<file path="src/rtl/jk_ff_bank.sv">
// ============================================================================
// Module      : jk_ff_bank
// Description : Bank of WIDTH flops with runtime JK/D/T/SR modes, parallel
//               load, registered edge pulses, change counter and SR flag.
// Revision    : 1.0 - initial release
// ============================================================================
`default_nettype none

module jk_ff_bank #(
    parameter int               WIDTH   = 8,
    parameter int               CNT_W   = 8,
    parameter logic [WIDTH-1:0] RST_VAL = {WIDTH{1'b0}}
) (
    input  logic             clk,
    input  logic             rst,
    input  logic             en,
    input  logic             load,
    input  logic [WIDTH-1:0] load_val,
    input  logic [1:0]       mode,
    input  logic [WIDTH-1:0] j,
    input  logic [WIDTH-1:0] k,
    output logic [WIDTH-1:0] q,
    output logic [WIDTH-1:0] rise,
    output logic [WIDTH-1:0] fall,
    output logic [CNT_W-1:0] chg_cnt,
    output logic             sr_err
);

    localparam logic [1:0]       c_MODE_JK = 2'b00;
    localparam logic [1:0]       c_MODE_D  = 2'b01;
    localparam logic [1:0]       c_MODE_T  = 2'b10;
    localparam logic [1:0]       c_MODE_SR = 2'b11;
    localparam logic [CNT_W-1:0] c_CNT_MAX = {CNT_W{1'b1}};

    logic [WIDTH-1:0] r_q;
    logic [WIDTH-1:0] r_rise;
    logic [WIDTH-1:0] r_fall;
    logic [CNT_W-1:0] r_chg_cnt;
    logic             r_sr_err;

    logic [WIDTH-1:0] w_q_mode;
    logic [WIDTH-1:0] w_q_next;
    logic             w_sr_illegal;
    logic             w_changed;

    // SR: S&~R sets, R&~S clears, equal inputs (00 or illegal 11) hold.
    always_comb begin
        w_q_mode = r_q;
        case (mode)
            c_MODE_JK: w_q_mode = (j & ~r_q) | (~k & r_q);
            c_MODE_D:  w_q_mode = j;
            c_MODE_T:  w_q_mode = r_q ^ j;
            c_MODE_SR: w_q_mode = (j & ~k) | (r_q & ~(j ^ k));
            default:   w_q_mode = r_q;
        endcase
    end

    always_comb begin
        w_q_next = r_q;
        if (load) begin
            w_q_next = load_val;
        end else if (en) begin
            w_q_next = w_q_mode;
        end
    end

    assign w_sr_illegal = en && !load && (mode == c_MODE_SR) && (|(j & k));
    assign w_changed    = (w_q_next != r_q);

    always_ff @(posedge clk) begin
        if (rst) begin
            r_q       <= RST_VAL;
            r_rise    <= '0;
            r_fall    <= '0;
            r_chg_cnt <= '0;
            r_sr_err  <= 1'b0;
        end else begin
            r_q    <= w_q_next;
            r_rise <= ~r_q & w_q_next;
            r_fall <= r_q & ~w_q_next;
            if (w_changed && (r_chg_cnt != c_CNT_MAX)) begin
                r_chg_cnt <= r_chg_cnt + 1'b1;
            end
            if (w_sr_illegal) begin
                r_sr_err <= 1'b1;
            end
        end
    end

    assign q       = r_q;
    assign rise    = r_rise;
    assign fall    = r_fall;
    assign chg_cnt = r_chg_cnt;
    assign sr_err  = r_sr_err;

endmodule

`default_nettype wire

</file>
<file path="config.mk">
export PLATFORM = sky130hd
export DESIGN_NAME = jk_ff_bank
export DESIGN_NICKNAME = d
export VERILOG_FILES = /design/src/rtl/jk_ff_bank.sv
export SDC_FILE = /design/constraint.sdc
export NUM_CORES = 1
export LEC_CHECK = 0
export CAP_MARGIN = 40
export CORE_UTILIZATION = 50
export CTS_CLUSTER_SIZE = 8
export DETAILED_ROUTE_END_ITERATION = 16
export DONT_BUFFER_PORTS = 1
export GPL_ROUTABILITY_DRIVEN = 0
export HOLD_SLACK_MARGIN = 0.08
export PLACE_DENSITY = 0.76
export SLEW_MARGIN = 0
export SYNTH_ARGS = -nofsm -noshare
export SYNTH_HDL_FRONTEND = slang
export SYNTH_SLANG_ARGS = --single-unit
export TNS_END_PERCENT = 30
</file>
<file path="constraint.sdc">
create_clock -name clk -period 2.39 [get_ports clk]
set_clock_uncertainty 0.15 [all_clocks]
set_input_delay 0.239 -clock clk [delete_from_list [all_inputs] [get_ports clk]]
set_output_delay 0.239 -clock clk [all_outputs]
set_load 0.005 [all_outputs]
</file>
; ---- Yosys cells after proc, flatten, opt, wreduce, memory -nomap -nowiden
; Cells that the tools add are included.
[word_totals]
register_bits = 33
latch_bits = 0
mem_bits_rw = 0
romBits = 0
mem_count = 0
[op_classes]
n_addsub = 1
multipliers = 0
n_div = 0
n_lt_le_gt_ge = 0
n_eq_ne = 5
n_shift = 0
n_mux = 3
bitwise_logic = 15
reduce_logical = 7
[op_table]
columns = operator, n
row1 = $and 8x8->8, 7
row2 = $not 8->8, 4
row3 = $pmux 8 s4, 1
row4 = $mux 8, 2
row5 = $or 8x8->8, 2
row6 = $xor 8x8->8, 2
row7 = $add 8x1->8 const B, 1
row8 = $ne 8x8->1, 1
row9 = $ne 8x8->1 const B, 1
row10 = $reduce_or 8->1, 1
row11 = $eq 2x2->1 const B, 2
row12 = $logic_and 1x1->1, 4
row13 = $eq 2x1->1 const B, 1
row14 = $logic_not 2->1, 1
row15 = $logic_not 1->1, 1

; ---- Logic depth before layout (Yosys ltp)
[depth]
ltp_word = 9
depth_mapped = 12
ltp_nobuf = 11

; ---- Least setup slack after synthesis
; No wires, ideal clock.
[synth_path]
path_kind = input to register
from = input k[6]
to = register r_chg_cnt[4] (netlist: chg_cnt[4])
setup_time_ps = 71
t_arrival_ps = 2151
required_time_ps = 2169
slack_ps = 18
path_stages = 12
n_path_buf = 1
cell_sequence = inv_1 > ha_1 > o211ai_1 > o311ai_0 > a31oi_1 > inv_1 > ha_1 > nand4_1 > o22ai_2 > buf_6 > or3_1 > a21oi_1
[synth_between]
elab_chain_len = 9
[synth_lines]
columns = element, line
row1 = start: declaration, 21  ; input logic [WIDTH-1:0] k,
row2 = $xor 8x8->8, 53  ; c_MODE_SR: w_q_mode = (j & ~k) | (r_q & ~(j ^ k));
row3 = $not 8->8, 53
row4 = $and 8x8->8, 53
row5 = $or 8x8->8, 53
row6 = $pmux 8 s4 (*), 49  ; case (mode)
row7 = $mux 8 (*), 62  ; end else if (en) begin
row8 = $mux 8 (*), 60  ; if (load) begin
row9 = named net w_q_next[6], 42  ; logic [WIDTH-1:0] w_q_next;
row10 = $ne 8x8->1 (*), 68  ; assign w_changed = (w_q_next != r_q);
row11 = $logic_and 1x1->1 (*), 81  ; if (w_changed && (r_chg_cnt != c_CNT_MAX)) begin
row12 = end signal: assignment, 82  ; r_chg_cnt <= r_chg_cnt + 1'b1;
row13 = end: declaration, 38  ; logic [CNT_W-1:0] r_chg_cnt;
; Mark *: on every way through the listed nets, which the timed path passes. The rest lies on a longest branch.
; A chain may end at the register's enable or synchronous reset.

; ---- Final worst setup path
[layout_path]
from = register r_q[5] (netlist: q[5])
to = register r_chg_cnt[4] (netlist: chg_cnt[4])
[layout_between]
elab_chain_len = 8
[layout_lines]
columns = element, line
row1 = start: declaration, 35  ; logic [WIDTH-1:0] r_q;
row2 = start signal: assignment, 78  ; r_q <= w_q_next;
row3 = $not 8->8, 50  ; c_MODE_JK: w_q_mode = (j & ~r_q) | (~k & r_q);
row4 = $and 8x8->8, 50
row5 = $or 8x8->8, 50
row6 = $pmux 8 s4, 49
row7 = $mux 8 (*), 62
row8 = $mux 8 (*), 60
row9 = named net w_q_next[5], 42
row10 = $ne 8x8->1 (*), 68
row11 = $logic_and 1x1->1 (*), 81
; Marks and branches as above.

==> summary.txt <==
Outcome
  • Outcome: finished, violations left
  • Failing checks: negative setup slack

Critical path
  • Worst reg2reg setup slack: -0.05 ns
  • Reg2reg path depth: 12
  • CP max stage cell: dfxtp_1
  • Most used cell, CP: buf_4
  • Critical path depth: 12
  • Worst-path fanout max: 6
  • Max incr delay on CP: 0.34 ns
  • Reg2reg end: chg_cnt[4]
  • Worst setup SP type: flip-flop
  • Reg2reg start: q[5]
  • Worst Setup End Kind: flip-flop
  • Req. time, crit path: 2.47 ns
  • Crit path buf inv count: 4
  • Critical path class: reg2reg
  • Largest delay contributor family on the critical path: buffers and inverters
  • Critical path arrival: 2.52 ns
  • Critical-path cell list: buf_4 -> xnor2_2 -> a22oi_2 -> a21oi_2 -> inv_1 -> ha_1 -> nand4_1 -> buf_6 -> o22ai_4 -> buf_4 -> or3_1 -> a21oi_1

Min path
  • Hold Path Origin: load
  • Worst hold path endpoint: rise[5]
  • Worst min path class: in2reg
  • WHS Path Cells: 6

Clock tree
  • Clk root buf: clkbuf_8
  • Reg clk slew, reported paths: 0.07 ns
  • Clk buf depth: 2
  • # clock sinks: 33
  • CTS tree: yes
  • # H-tree levels: 2
  • Clk_lat worst skew: 0.29 ns
  • Number of CTS-inserted buffers: 5

Synthesis
  • Post-synth top area cell: dfxtp_1
  • Synth Instances: 243
  • Ys Warns: 0
  • Syn_nets: 306
  • Synth unique cells: 41
  • #FFs+latches synth: 33
  • Register area share after synthesis: 0.306
  • Syn_area_per_cell: 8.89 sq um
  • Post-synth top area share: 0.306
  • Cell Area, Synth: 2160 sq um
  • Synth area leaders: dfxtp_1, ha_1, nor2b_1, inv_1, nand4bb_1

Floorplanning
  • Starting Density: 0.529
  • DIE AREA: 4590 sq um
  • Io pins: 63
  • Core area: 4090 sq um
  • Core Rows: 23
  • Die Height: 67.7 microns
  • Die X: 67.7 microns

Route
  • Drt wl/cell: 15.5 microns
  • Routed Antenna Nets: 0
  • First drt pass iteration count: 4
  • Vias per inst: 5.62
  • Remaining DRCs: 0
  • Final WL: 5500 microns
  • Iter 0 DRT Violations: 97
  • Via Count: 1990

GRT
  • Initial antenna violation count: 0
  • GRT Util Overall: 0.252
  • Largest net degree at the start of global routing: 26
  • First-pass GRT wire length: 8600 microns
  • Vias in the first global route: 1837
  • Remaining global-route overflow: 0

Finish
  • Finished Core Util: 0.698
  • Final instance area: 2850 sq um
  • Most frequent cells in the layout: buf_4, ha_1, inv_1, dfxtp_1
  • Layout cells sized above 1: 0.234
  • Inserted Diodes: 0
  • Area delta synth->final: 32.0%
  • Reg area: 671 sq um
  • Commonest non-fill, non-tap cell in the layout: buf_4
  • Nets: 366
  • Area of the multi-input gates: 1390 sq um
  • Fill cells: 336

STA
  • Worst setup margin: -0.0544 ns
  • Final Cycle Share: 1.02
  • Slew @ Worst Pin: 0.452 ns
  • Final min period: 2.44 ns
  • FMAX: 0.409 GHz
  • Relative slew slack: 0.696
  • RSZ-0062 raised after global routing: yes
  • Final setup fails: 7
  • Final hold vios: 0
  • Max Slew Vio Count: 0

Placed design
  • DP Wirelength: 3630 microns
  • Post-DP Area: 2400 sq um
  • Port Buffers: 0

Pwr
  • IR drop worst, VDD: 0.214 mV
  • Power density over cell area: 477 nW/um^2
  • P_leak: 1.32 nW

Flow run
  • Total of max-cap violations: 0
## metrics by stage
stage / setup slack (ns) / setup TNS, ns / cells / power (mW) / hold slack (ns)
after floorplan: 0.0184 / 0 / 243 / 0.793 / 0.161
after global placement: -0.127 / -0.767 / 315 / 0.870 / 0.163
after detailed placement: -0.204 / -1.32 / 315 / 0.880 / 0.164
after CTS: 0.000254 / 0 / 353 / 1.35 / 0.318
after global routing: -0.140 / -0.820 / 354 / 1.43 / 0.394
final: -0.0544 / -0.221 / 354 / 1.36 / 0.327
## layout make-up
| class | count | share of cell area |
|---|---|---|
| multi-input cells | 173 | 0.487 |
| clock inverters | 3 | 0.00614 |
| flip-flops and latches | 33 | 0.235 |
| inverters | 27 | 0.0355 |
| clock buffers | 5 | 0.0241 |
| well taps | 50 | 0.0219 |
| repair buffers | 63 | 0.190 |
## sequential cells by signal, summed over array words and instances (netlist names)
register	cells
q	8
sr_err	1
fall	8
rise	8
chg_cnt	8
## cells in the mapped netlist, drive strengths merged
master / count
and3b: 1
a31oi: 2
ha: 33
a21boi: 1
o311ai: 1
a22oi: 5
inv: 27
a21oi: 16
o21ai: 9
nand3b: 2
and2: 3
buf: 8
o211ai: 3
nand2: 9
a21bo: 1
nor2b: 25
nand4bb: 5
nand2b: 2
xor2: 3
nor4: 2
dfxtp: 33
or2: 1
nor2: 13
o221ai: 2
xnor2: 5
or4: 3
o22ai: 3
o311a: 5
nand3: 4
clkbuf: 3
nand4: 3
or3: 3
a31o: 2
mux2i: 1
o31ai: 4
## what timing repair did
action / CTS / global route
pin swaps: 12 / 5
hold buffers: 25 / 0
buffers inserted: 4 / 1
setup endpoints to repair: 8 / 8
gates cloned: 1 / 0
gates resized for setup: 13 / 4
endpoints found under the hold margin: 33 / 0
## how the worst max path moves through the flow
stage	from	end	slack, ns
3_3_place_gp	k[6]	chg_cnt[4]	-0.13
2_1_floorplan	k[6]	chg_cnt[4]	0.02
6_report	q[5]	chg_cnt[4]	-0.05
5_1_grt	q[5]	chg_cnt[4]	-0.14
3_5_place_dp	k[6]	chg_cnt[0]	-0.20
4_1_cts	q[3]	chg_cnt[4]	0.0003
## where the power goes
part | switching, mW | internal [mW] | total, mW
Clock | 0.216 | 0.201 | 0.417
Combinational | 0.140 | 0.190 | 0.330
Sequential | 0.0297 | 0.583 | 0.613
Total | 0.385 | 0.974 | 1.36
## worst reg2reg max path, cell delays in order (launching register included)
cell     delay, ns
dfxtp_1       0.34
buf_4         0.16
xnor2_2       0.19
a22oi_2       0.10
a21oi_2       0.18
inv_1         0.06
ha_1          0.27
nand4_1       0.09
buf_6         0.13
o22ai_4       0.09
buf_4         0.15
or3_1         0.34
a21oi_1       0.12
## cell families (layout without fill, tap and decap cells)
| group | after synthesis | count (layout) | share of synthesized area |
|---|---|---|---|
| fa+ha+maj | 33 | 33 | 0.191 |
| mux | 1 | 1 | 0.00463 |
| xor+xnor | 8 | 8 | 0.0324 |
| buf+inv | 38 | 98 | 0.0776 |
| flops | 33 | 33 | 0.306 |
| simple gates | 76 | 76 | 0.211 |
| compound gates | 54 | 55 | 0.177 |
## layer usage
metal	track usage	routed length (microns)	vias up
met4	0.0851	101	0
met1	0.317	2380	941
met5	0	0	-
li1	-	-	970
met3	0.0777	364	10
met2	0.403	2660	69
Note: power is estimated with default switching activity, not from simulation.
